===== config.mk =====
export PLATFORM = sky130hd
export DESIGN_NAME = processing_element16
export DESIGN_NICKNAME = d
export VERILOG_FILES = /design/src/rtl/processing_element16.sv
export SDC_FILE = /design/constraint.sdc
export NUM_CORES = 1
export LEC_CHECK = 0
export BUFFER_PORTS_ARGS = -buffer_cell sky130_fd_sc_hd__buf_2
export CAP_MARGIN = 0
export CORE_MARGIN = 2
export CORE_UTILIZATION = 55
export DETAILED_ROUTE_END_ITERATION = 12
export PLACE_DENSITY_LB_ADDON = 0.12
export RECOVER_POWER = 50
export SYNTH_ARGS = -nofsm -noshare
export SYNTH_HDL_FRONTEND = slang
export SYNTH_SLANG_ARGS = --single-unit
export TNS_END_PERCENT = 10

===== constraint.sdc =====
create_clock -name clk -period 14.43 [get_ports clk]
set_input_delay 0.7215 -clock clk [delete_from_list [all_inputs] [get_ports clk]]
set_output_delay 0.7215 -clock clk [all_outputs]
set_load 0.005 [all_outputs]

===== src/rtl/processing_element16.sv =====
// rtl/processing_element16.sv - binary16 multiply-accumulate element, optional PE16_SATURATE_EN saturation
module processing_element16 #(
    parameter int DATA_WIDTH = 16
) (
    input  logic                  clk,
    input  logic                  reset,
    input  logic [DATA_WIDTH-1:0] floatA,
    input  logic [DATA_WIDTH-1:0] floatB,
    output logic [DATA_WIDTH-1:0] result
);

    localparam logic [15:0] QNAN = 16'h7E00;

    logic [15:0] acc;
    logic [15:0] product;
    logic [15:0] acc_next;

    // Finite overflow: signed infinity, or signed max finite when saturating.
    function automatic logic [15:0] overflow_value(input logic sign);
`ifdef PE16_SATURATE_EN
        return {sign, 15'h7BFF};
`else
        return {sign, 15'h7C00};
`endif
    endfunction

    // Round-to-nearest-even on a normalised mantissa, then flush/overflow by final exponent.
    function automatic logic [15:0] round_pack(input logic              sign,
                                               input logic signed [7:0] exp_in,
                                               input logic [9:0]        man,
                                               input logic              guard,
                                               input logic              sticky);
        logic              round_up;
        logic [10:0]       man_r;
        logic signed [7:0] e;
        round_up = guard & (sticky | man[0]);
        man_r    = {1'b0, man} + {10'd0, round_up};
        e        = exp_in;
        if (man_r[10]) begin
            // Mantissa rolled over to 2.0; bits [9:0] are already zero.
            e = e + 8'sd1;
        end
        if (e <= 8'sd0) begin
            return {sign, 15'h0000};
        end else if (e >= 8'sd31) begin
            return overflow_value(sign);
        end else begin
            return {sign, e[4:0], man_r[9:0]};
        end
    endfunction

    // Product rounded to binary16; subnormal operands count as signed zero.
    function automatic logic [15:0] fp16_mul(input logic [15:0] a, input logic [15:0] b);
        logic              sp;
        logic              a_zero, b_zero, a_inf, b_inf, a_nan, b_nan;
        logic [21:0]       prod;
        logic signed [7:0] e;
        sp     = a[15] ^ b[15];
        a_zero = (a[14:10] == 5'd0);
        b_zero = (b[14:10] == 5'd0);
        a_inf  = (a[14:10] == 5'h1F) && (a[9:0] == 10'd0);
        b_inf  = (b[14:10] == 5'h1F) && (b[9:0] == 10'd0);
        a_nan  = (a[14:10] == 5'h1F) && (a[9:0] != 10'd0);
        b_nan  = (b[14:10] == 5'h1F) && (b[9:0] != 10'd0);
        if (a_nan || b_nan || (a_inf && b_zero) || (b_inf && a_zero)) begin
            return QNAN;
        end
        if (a_inf || b_inf) begin
            return {sp, 15'h7C00};
        end
        if (a_zero || b_zero) begin
            return {sp, 15'h0000};
        end
        prod = {11'd0, 1'b1, a[9:0]} * {11'd0, 1'b1, b[9:0]};
        e    = $signed({3'b000, a[14:10]}) + $signed({3'b000, b[14:10]}) - 8'sd15;
        // Significand product lies in [1,4); renormalise when it reached 2.
        if (prod[21]) begin
            return round_pack(sp, e + 8'sd1, prod[20:11], prod[10], |prod[9:0]);
        end else begin
            return round_pack(sp, e, prod[19:10], prod[9], |prod[8:0]);
        end
    endfunction

    // Sum rounded to binary16 using guard/round/sticky alignment.
    function automatic logic [15:0] fp16_add(input logic [15:0] x, input logic [15:0] y);
        logic              x_zero, y_zero, x_inf, y_inf, x_nan, y_nan;
        logic              bs, ss;
        logic [4:0]        be, se, d;
        logic [9:0]        bm, sm;
        logic [14:0]       big;
        logic [13:0]       small_sig, shifted;
        logic              st;
        logic [14:0]       r;
        logic [3:0]        lz;
        logic [12:0]       n;
        logic signed [7:0] e;
        x_zero = (x[14:10] == 5'd0);
        y_zero = (y[14:10] == 5'd0);
        x_inf  = (x[14:10] == 5'h1F) && (x[9:0] == 10'd0);
        y_inf  = (y[14:10] == 5'h1F) && (y[9:0] == 10'd0);
        x_nan  = (x[14:10] == 5'h1F) && (x[9:0] != 10'd0);
        y_nan  = (y[14:10] == 5'h1F) && (y[9:0] != 10'd0);
        if (x_nan || y_nan || (x_inf && y_inf && (x[15] != y[15]))) begin
            return QNAN;
        end
        if (x_inf) begin
            return {x[15], 15'h7C00};
        end
        if (y_inf) begin
            return {y[15], 15'h7C00};
        end
        if (x_zero && y_zero) begin
            return {x[15] & y[15], 15'h0000};
        end
        if (x_zero) begin
            return y;
        end
        if (y_zero) begin
            return x;
        end
        // Larger magnitude goes first so the subtraction never goes negative.
        if (y[14:0] > x[14:0]) begin
            bs = y[15]; be = y[14:10]; bm = y[9:0];
            ss = x[15]; se = x[14:10]; sm = x[9:0];
        end else begin
            bs = x[15]; be = x[14:10]; bm = x[9:0];
            ss = y[15]; se = y[14:10]; sm = y[9:0];
        end
        d         = be - se;
        big       = {2'b01, bm, 3'b000};
        small_sig = {1'b1, sm, 3'b000};
        if (d >= 5'd14) begin
            shifted = 14'd0;
            st      = 1'b1;
        end else begin
            shifted = small_sig >> d;
            st      = |(small_sig & ~(14'h3FFF << d));
        end
        shifted[0] = shifted[0] | st;
        if (bs == ss) begin
            r = big + {1'b0, shifted};
        end else begin
            r = big - {1'b0, shifted};
        end
        if (r == 15'd0) begin
            return 16'h0000;
        end
        e = $signed({3'b000, be});
        if (r[14]) begin
            n = {r[13:2], r[1] | r[0]};
            e = e + 8'sd1;
        end else begin
            lz = 4'd0;
            for (int i = 0; i < 14; i++) begin
                if (r[i]) begin
                    lz = 4'(13 - i);
                end
            end
            // The leading one is shifted out of the 13-bit window as the hidden bit.
            n = r[12:0] << lz;
            e = e - $signed({4'b0000, lz});
        end
        return round_pack(bs, e, n[12:3], n[2], n[1] | n[0]);
    endfunction

    assign product  = fp16_mul(floatA[15:0], floatB[15:0]);
    assign acc_next = fp16_add(acc, product);
    assign result   = acc;

    // Accumulate one rounded product per edge; reset discards the partial sum.
    always_ff @(posedge clk or negedge reset) begin
        if (!reset) begin
            acc <= 16'h0000;
        end else begin
            acc <= acc_next;
        end
    end

endmodule


# == Yosys cells after proc, flatten, opt, wreduce, memory -nomap -nowiden ==
# Cells that the tools add are included.
# classes
add_sub_neg,13
mul,1
bitwise_logic,13
n_eq_ne,6
reduce_logical,36
muxes,183
magnitude_cmp,8
n_shift,3
# op_table
cell,n
two-way mux 16 bit,23
two-way mux 15 bit,14
two-way mux 8 bit,26
two-way mux 10 bit,14
two-way mux 13 bit,8
two-way mux 14 bit,7
two-way mux 4 bit,22
two-way mux 5 bit,14
two-way mux 1 bit,55
logical NOT 10 bit,4
nonzero test 10 bit,4
adder 10 x 1 -> 11 bit,3
>= comparator 8 x 6 -> 1 bit (second input constant),3
less-or-equal comparator 8 x 1 -> 1 bit (second input constant),3
multiplier 11 x 11 -> 22 bit,1
== test 5 bit (second input constant),4
logical NOT 5 bit,4
adder 8 x 2 -> 8 bit (second input constant),2
adder 14 x 14 -> 15 bit,1
> comparator 15 bit,1
logical NOT 15 bit,1
subtractor 14 x 14 -> 15 bit,1
AND 14 bit,1
inverter 14 bit,1
other kinds (20),46
# totals
inputBits,34
elab_cells,264
ff_bits,16
out_inout_bits,16

# == Depth between registers and ports, before layout ==
# depth
ltp_word,120
ltp_mapped,96
ltp_nobuf,88

# == Worst setup path after synthesis ==
# No wires, ideal clock.
# synth_path
kind,input port to flip-flop
start,in floatB[4]
end,"reg acc[0], in the netlist result[0]"
path_stages,92
required_ps,14335
path_buffers,7
setup_time_ps,95
arrival_time_ps,17759
path_slack_ps,-3424
path_cell_list,clkbuf_1 nand2_1 fa_1 inv_1 fa_1 inv_1 fa_1 inv_1 fa_1 inv_1 fa_1 inv_1 ha_1 and2_1 and4_1 a311oi_1 o211ai_1 inv_1 (+56 left out) nor4_2 a21oi_1 buf_2 inv_2 ha_1 inv_1 fa_1 xnor2_1 mux2i_1 nor2b_1 nand2_1 mux2_2 nand3_1 inv_1 nand4_1 a21boi_1 o221ai_4 o31ai_1
# synth_via
elab_chain_cells,99
word_cells_on_any_way,227
cone_classes,add/sub: 9; mul: 1; order compare: 8; eq/ne: 3; shift: 3; mux: 169; bitwise: 11; reduce/logical: 23
# synth_rtl
item,line_no,rtl
"start, declared",8,"input logic [DATA_WIDTH-1:0] floatB,"
multiplier 11 x 11 -> 22 bit,74,"prod = {11'd0, 1'b1, a[9:0]} * {11'd0, 1'b1, b[9:0]};"
OR reduction 10 bit or OR reduction 9 bit (tied branches),"78, 80",
OR 1 bit,36,round_up = guard & (sticky | man[0]);
AND 1 bit,36,
adder 10 x 1 -> 11 bit,37,"man_r = {1'b0, man} + {10'd0, round_up};"
two-way mux 8 bit,39,if (man_r[10]) begin
two-way mux 8 bit,77,if (prod[21]) begin
two-way mux 8 bit,74,
(+83 left out),n/a,
two-way mux 15 bit,43,if (e <= 8'sd0) begin
two-way mux 16 bit,148,"e = $signed({3'b000, be});"
two-way mux 16 bit,122,if (y[14:0] > x[14:0]) begin
two-way mux 16 bit,118,if (y_zero) begin
two-way mux 16 bit,115,if (x_zero) begin
two-way mux 16 bit,112,if (x_zero && y_zero) begin
two-way mux 16 bit,109,if (y_inf) begin
two-way mux 16 bit *,106,if (x_inf) begin
"end signal, assigned",175,acc <= acc_next;
"end, declared",14,logic [15:0] acc;
# Every way passes the cells marked *; elsewhere a longest branch is shown, timed or not. The select of a mux whose other input is x is not followed.

# == Final worst setup path ==
# layout_path
start,in floatA[1]
end,"reg acc[12], in the netlist result[12]"
# layout_via
elab_chain_cells,99
word_cells_on_any_way,227
cone_classes,add/sub: 9; mul: 1; order compare: 8; eq/ne: 3; shift: 3; mux: 169; bitwise: 11; reduce/logical: 23
# layout_rtl
item,line_no,rtl
"start, declared",7,"input logic [DATA_WIDTH-1:0] floatA,"
multiplier 11 x 11 -> 22 bit,74,
OR reduction 10 bit or OR reduction 9 bit (tied branches),"78, 80",
OR 1 bit,36,
AND 1 bit,36,
adder 10 x 1 -> 11 bit,37,
two-way mux 8 bit,39,
two-way mux 8 bit,77,
two-way mux 8 bit,74,
(+83 left out),n/a,
two-way mux 15 bit,43,
two-way mux 16 bit,148,
two-way mux 16 bit,122,
two-way mux 16 bit,118,
two-way mux 16 bit,115,
two-way mux 16 bit,112,
two-way mux 16 bit,109,
two-way mux 16 bit *,106,
# Marks and branches as above.

==> flow_metrics.env <==
export IMPL_routabilityCongestion=0.996
export IMPL_violations="negative setup slack"
export IMPL_required_ns=14.54
export IMPL_first_pass_iters=7
export IMPL_wl_per_cell_um=19.1
export IMPL_vias=16100
export IMPL_cpMostUsedCell="nor2_1"
export IMPL_dieHeight_um=155
export IMPL_row_count=55
export IMPL_ant_nets=0
export IMPL_cp_arrival_ns=16.26
export IMPL_synth_edff_count=0
export IMPL_insertion_delay_ns=0.25
export IMPL_pin_count=50
export IMPL_status="finished, violations left"
export IMPL_cts_tree="done"
export IMPL_drive_above_1_share_pct=34.9
export IMPL_fin_crit_sh_pct=112
export IMPL_clock_sinks=16
export IMPL_numCtsBuffers=3
export IMPL_synth_seq_cells=16
export IMPL_grt_max_degree=22
export IMPL_rsz0062_at_grt="yes"
export IMPL_final_common_cell="buf_4"
export IMPL_area_growth_pct=41.0
export IMPL_hold_viol_final=0
export IMPL_syn_num_nets=2006
export IMPL_critical_path_max_stage_delay_ns=0.58
export IMPL_vias_per_cell=6.23
export IMPL_nets=2530
export IMPL_largest_reg_flops=16
export IMPL_maxSlewHeadroom_pct=31.2
export IMPL_synthDistinctLibCells=114
export IMPL_nFillCells=1655
export IMPL_fmax_mhz=61.9
export IMPL_critPathSlowestCell="or4b_4"
export IMPL_cp_max_fo=9
export IMPL_skew_ns=0.00518
export IMPL_multi_input_area_um2=11700
export IMPL_final_core_utilization_pct=78.7
export IMPL_synthFlopType="dfrtp_1"
export IMPL_grt_ovfl_total=0
export IMPL_endpoint_kind="flop"
export IMPL_worst_slack_ns=-1.72
export IMPL_dpl_hpwl_um=40200
export IMPL_synth_area_um2=12600
export IMPL_clockBufferDepth=2
export IMPL_ys_seq_area_share_pct=3.19
export IMPL_critPathLaunchType="input pin"
export IMPL_regArea_um2=400
export IMPL_layout_common_cells="buf_4 (554), nand2_1 (194), inv_1 (179)"
export IMPL_io_buffers=49
export IMPL_clk_transition_reported_paths_ns=0.05
export IMPL_syn_avg_cell_area_um2=7.08
export IMPL_drt_iter0_markers=1890
export IMPL_maxCapViolCount=0
export IMPL_grt_pass1_wl_um=79300
export IMPL_holdBufCountCts=0
export IMPL_synthArstFlopShare_pct=100
export IMPL_tightest_slew_ns=1.03
export IMPL_setup_violations=16
export IMPL_synth_cells=1774
export IMPL_drv_slew=0
export IMPL_hp_class="in -> async"
export IMPL_die_width_um=155
export IMPL_wl_um=49200
export IMPL_root_buffer="clkbuf_16"
export IMPL_antenna_found_initial=0
export IMPL_design_core_area_um2=22500
export IMPL_grt_usage_pct=40.2
export IMPL_holdWs_ns=0.605
export IMPL_die_area_um2=24100
export IMPL_drc_errors=0
export IMPL_yosysWarningCount=0
export IMPL_start_util_pct=55.8
export IMPL_ctsHtreeMaxLevel=1
export IMPL_period_needed_ns=16.15
export IMPL_grt_pass1_vias=15800
export IMPL_antenna_cells=0
export IMPL_critPathKind="in -> reg"
## routing by layer
metal	up-vias	track usage (%)	routed length, µm
met1	7614	55.2	21000
met3	162	5.15	4270
li1	7478	-	-
met5	-	0	0
met2	824	66.9	22400
met4	0	10.1	1490
## Yosys cell counts, types with 11 or more instances
cell type / instances / area, µm²
nand2_1: 200 / 751
inv_1: 183 / 687
nor2_1: 141 / 529
ha_1: 115 / 1440
a21oi_1: 110 / 551
fa_1: 83 / 1660
and2_1: 73 / 457
clkbuf_1: 67 / 251
nand3_1: 62 / 310
o21ai_0: 60 / 300
nor3_1: 47 / 235
xnor2_1: 39 / 342
nand4_1: 29 / 181
o211ai_1: 27 / 203
nor4_1: 26 / 163
a21o_1: 25 / 188
xor2_1: 24 / 210
and3_1: 21 / 131
a211oi_1: 20 / 150
a31oi_1: 19 / 119
o31ai_1: 18 / 135
o22ai_1: 17 / 106
a22oi_1: 16 / 120
dfrtp_1: 16 / 400
nand2b_1: 16 / 100
o21a_1: 14 / 105
o21ai_1: 14 / 70.1
or4_1: 13 / 97.6
buf_2: 11 / 55.1
or2_2: 11 / 68.8
## worst paths after layout
kind / start / endpoint / slack, ns / depth (start not counted)
worst max-delay path: floatA[1] / result[12] / -1.72 / 85
worst min-delay path: reset / result[1] / 0.61 / 1
worst max register to register: result[11] / result[12] / 4.23 / 56
worst min register to register: result[14] / result[14] / 0.61 / 2
max in group asynchronous: reset / result[15] / 13.23 / 1
min in group clk: result[14] / result[14] / 0.61 / 2
## per-stage QoR
| step | cell area (µm²) | TNS, ns | worst slack [ns] | cells |
|---|---|---|---|---|
| 2_1_floorplan | 13000 | -22.05 | -1.59 | 1774 |
| 3_3_place_gp | 17000 | -26.66 | -1.79 | 2552 |
| 3_5_place_dp | 17000 | -33.93 | -2.26 | 2552 |
| 4_1_cts | 17500 | -20.07 | -1.41 | 2577 |
| 5_1_grt | 17700 | -37.13 | -2.48 | 2582 |
| 6_report | 17700 | -24.81 | -1.72 | 2582 |
## area by class of cell
class | instances | area share, %
Multi-Input combinational cell | 1487 | 66.3
Timing Repair Buffer | 601 | 24.9
Inverter | 189 | 4.06
Sequential cell | 16 | 2.26
Tap cell | 285 | 2.01
Clock buffer | 4 | 0.501
## critical path: cells and delay by family
kind	cells	cell delay, ns
buffers and inverters	12	1.41
AO/OA/AOI/OAI	29	4.89
adder cells (fa/ha/maj)	10	3.83
AND/OR/NAND/NOR	34	5.39
## cell families after synthesis
family          share of synthesized area, %
flops                                   3.19
buf+inv                                 8.43
mux                                     1.66
fa+ha+maj                               24.7
xor+xnor                                4.57
simple gates                            29.3
compound gates                          28.2
## what timing repair did
| action | 4_1_cts | 5_1_grt |
|---|---|---|
| resized for setup | 57 | 30 |
| buffers inserted | 20 | 5 |
| cloned | 1 | 0 |
| endpoints found under the setup margin | 16 | 16 |
| pin swaps | 28 | 20 |
Power is not shown: default switching activity piles up to over one toggle a cycle in this logic, so the estimate is an artifact.
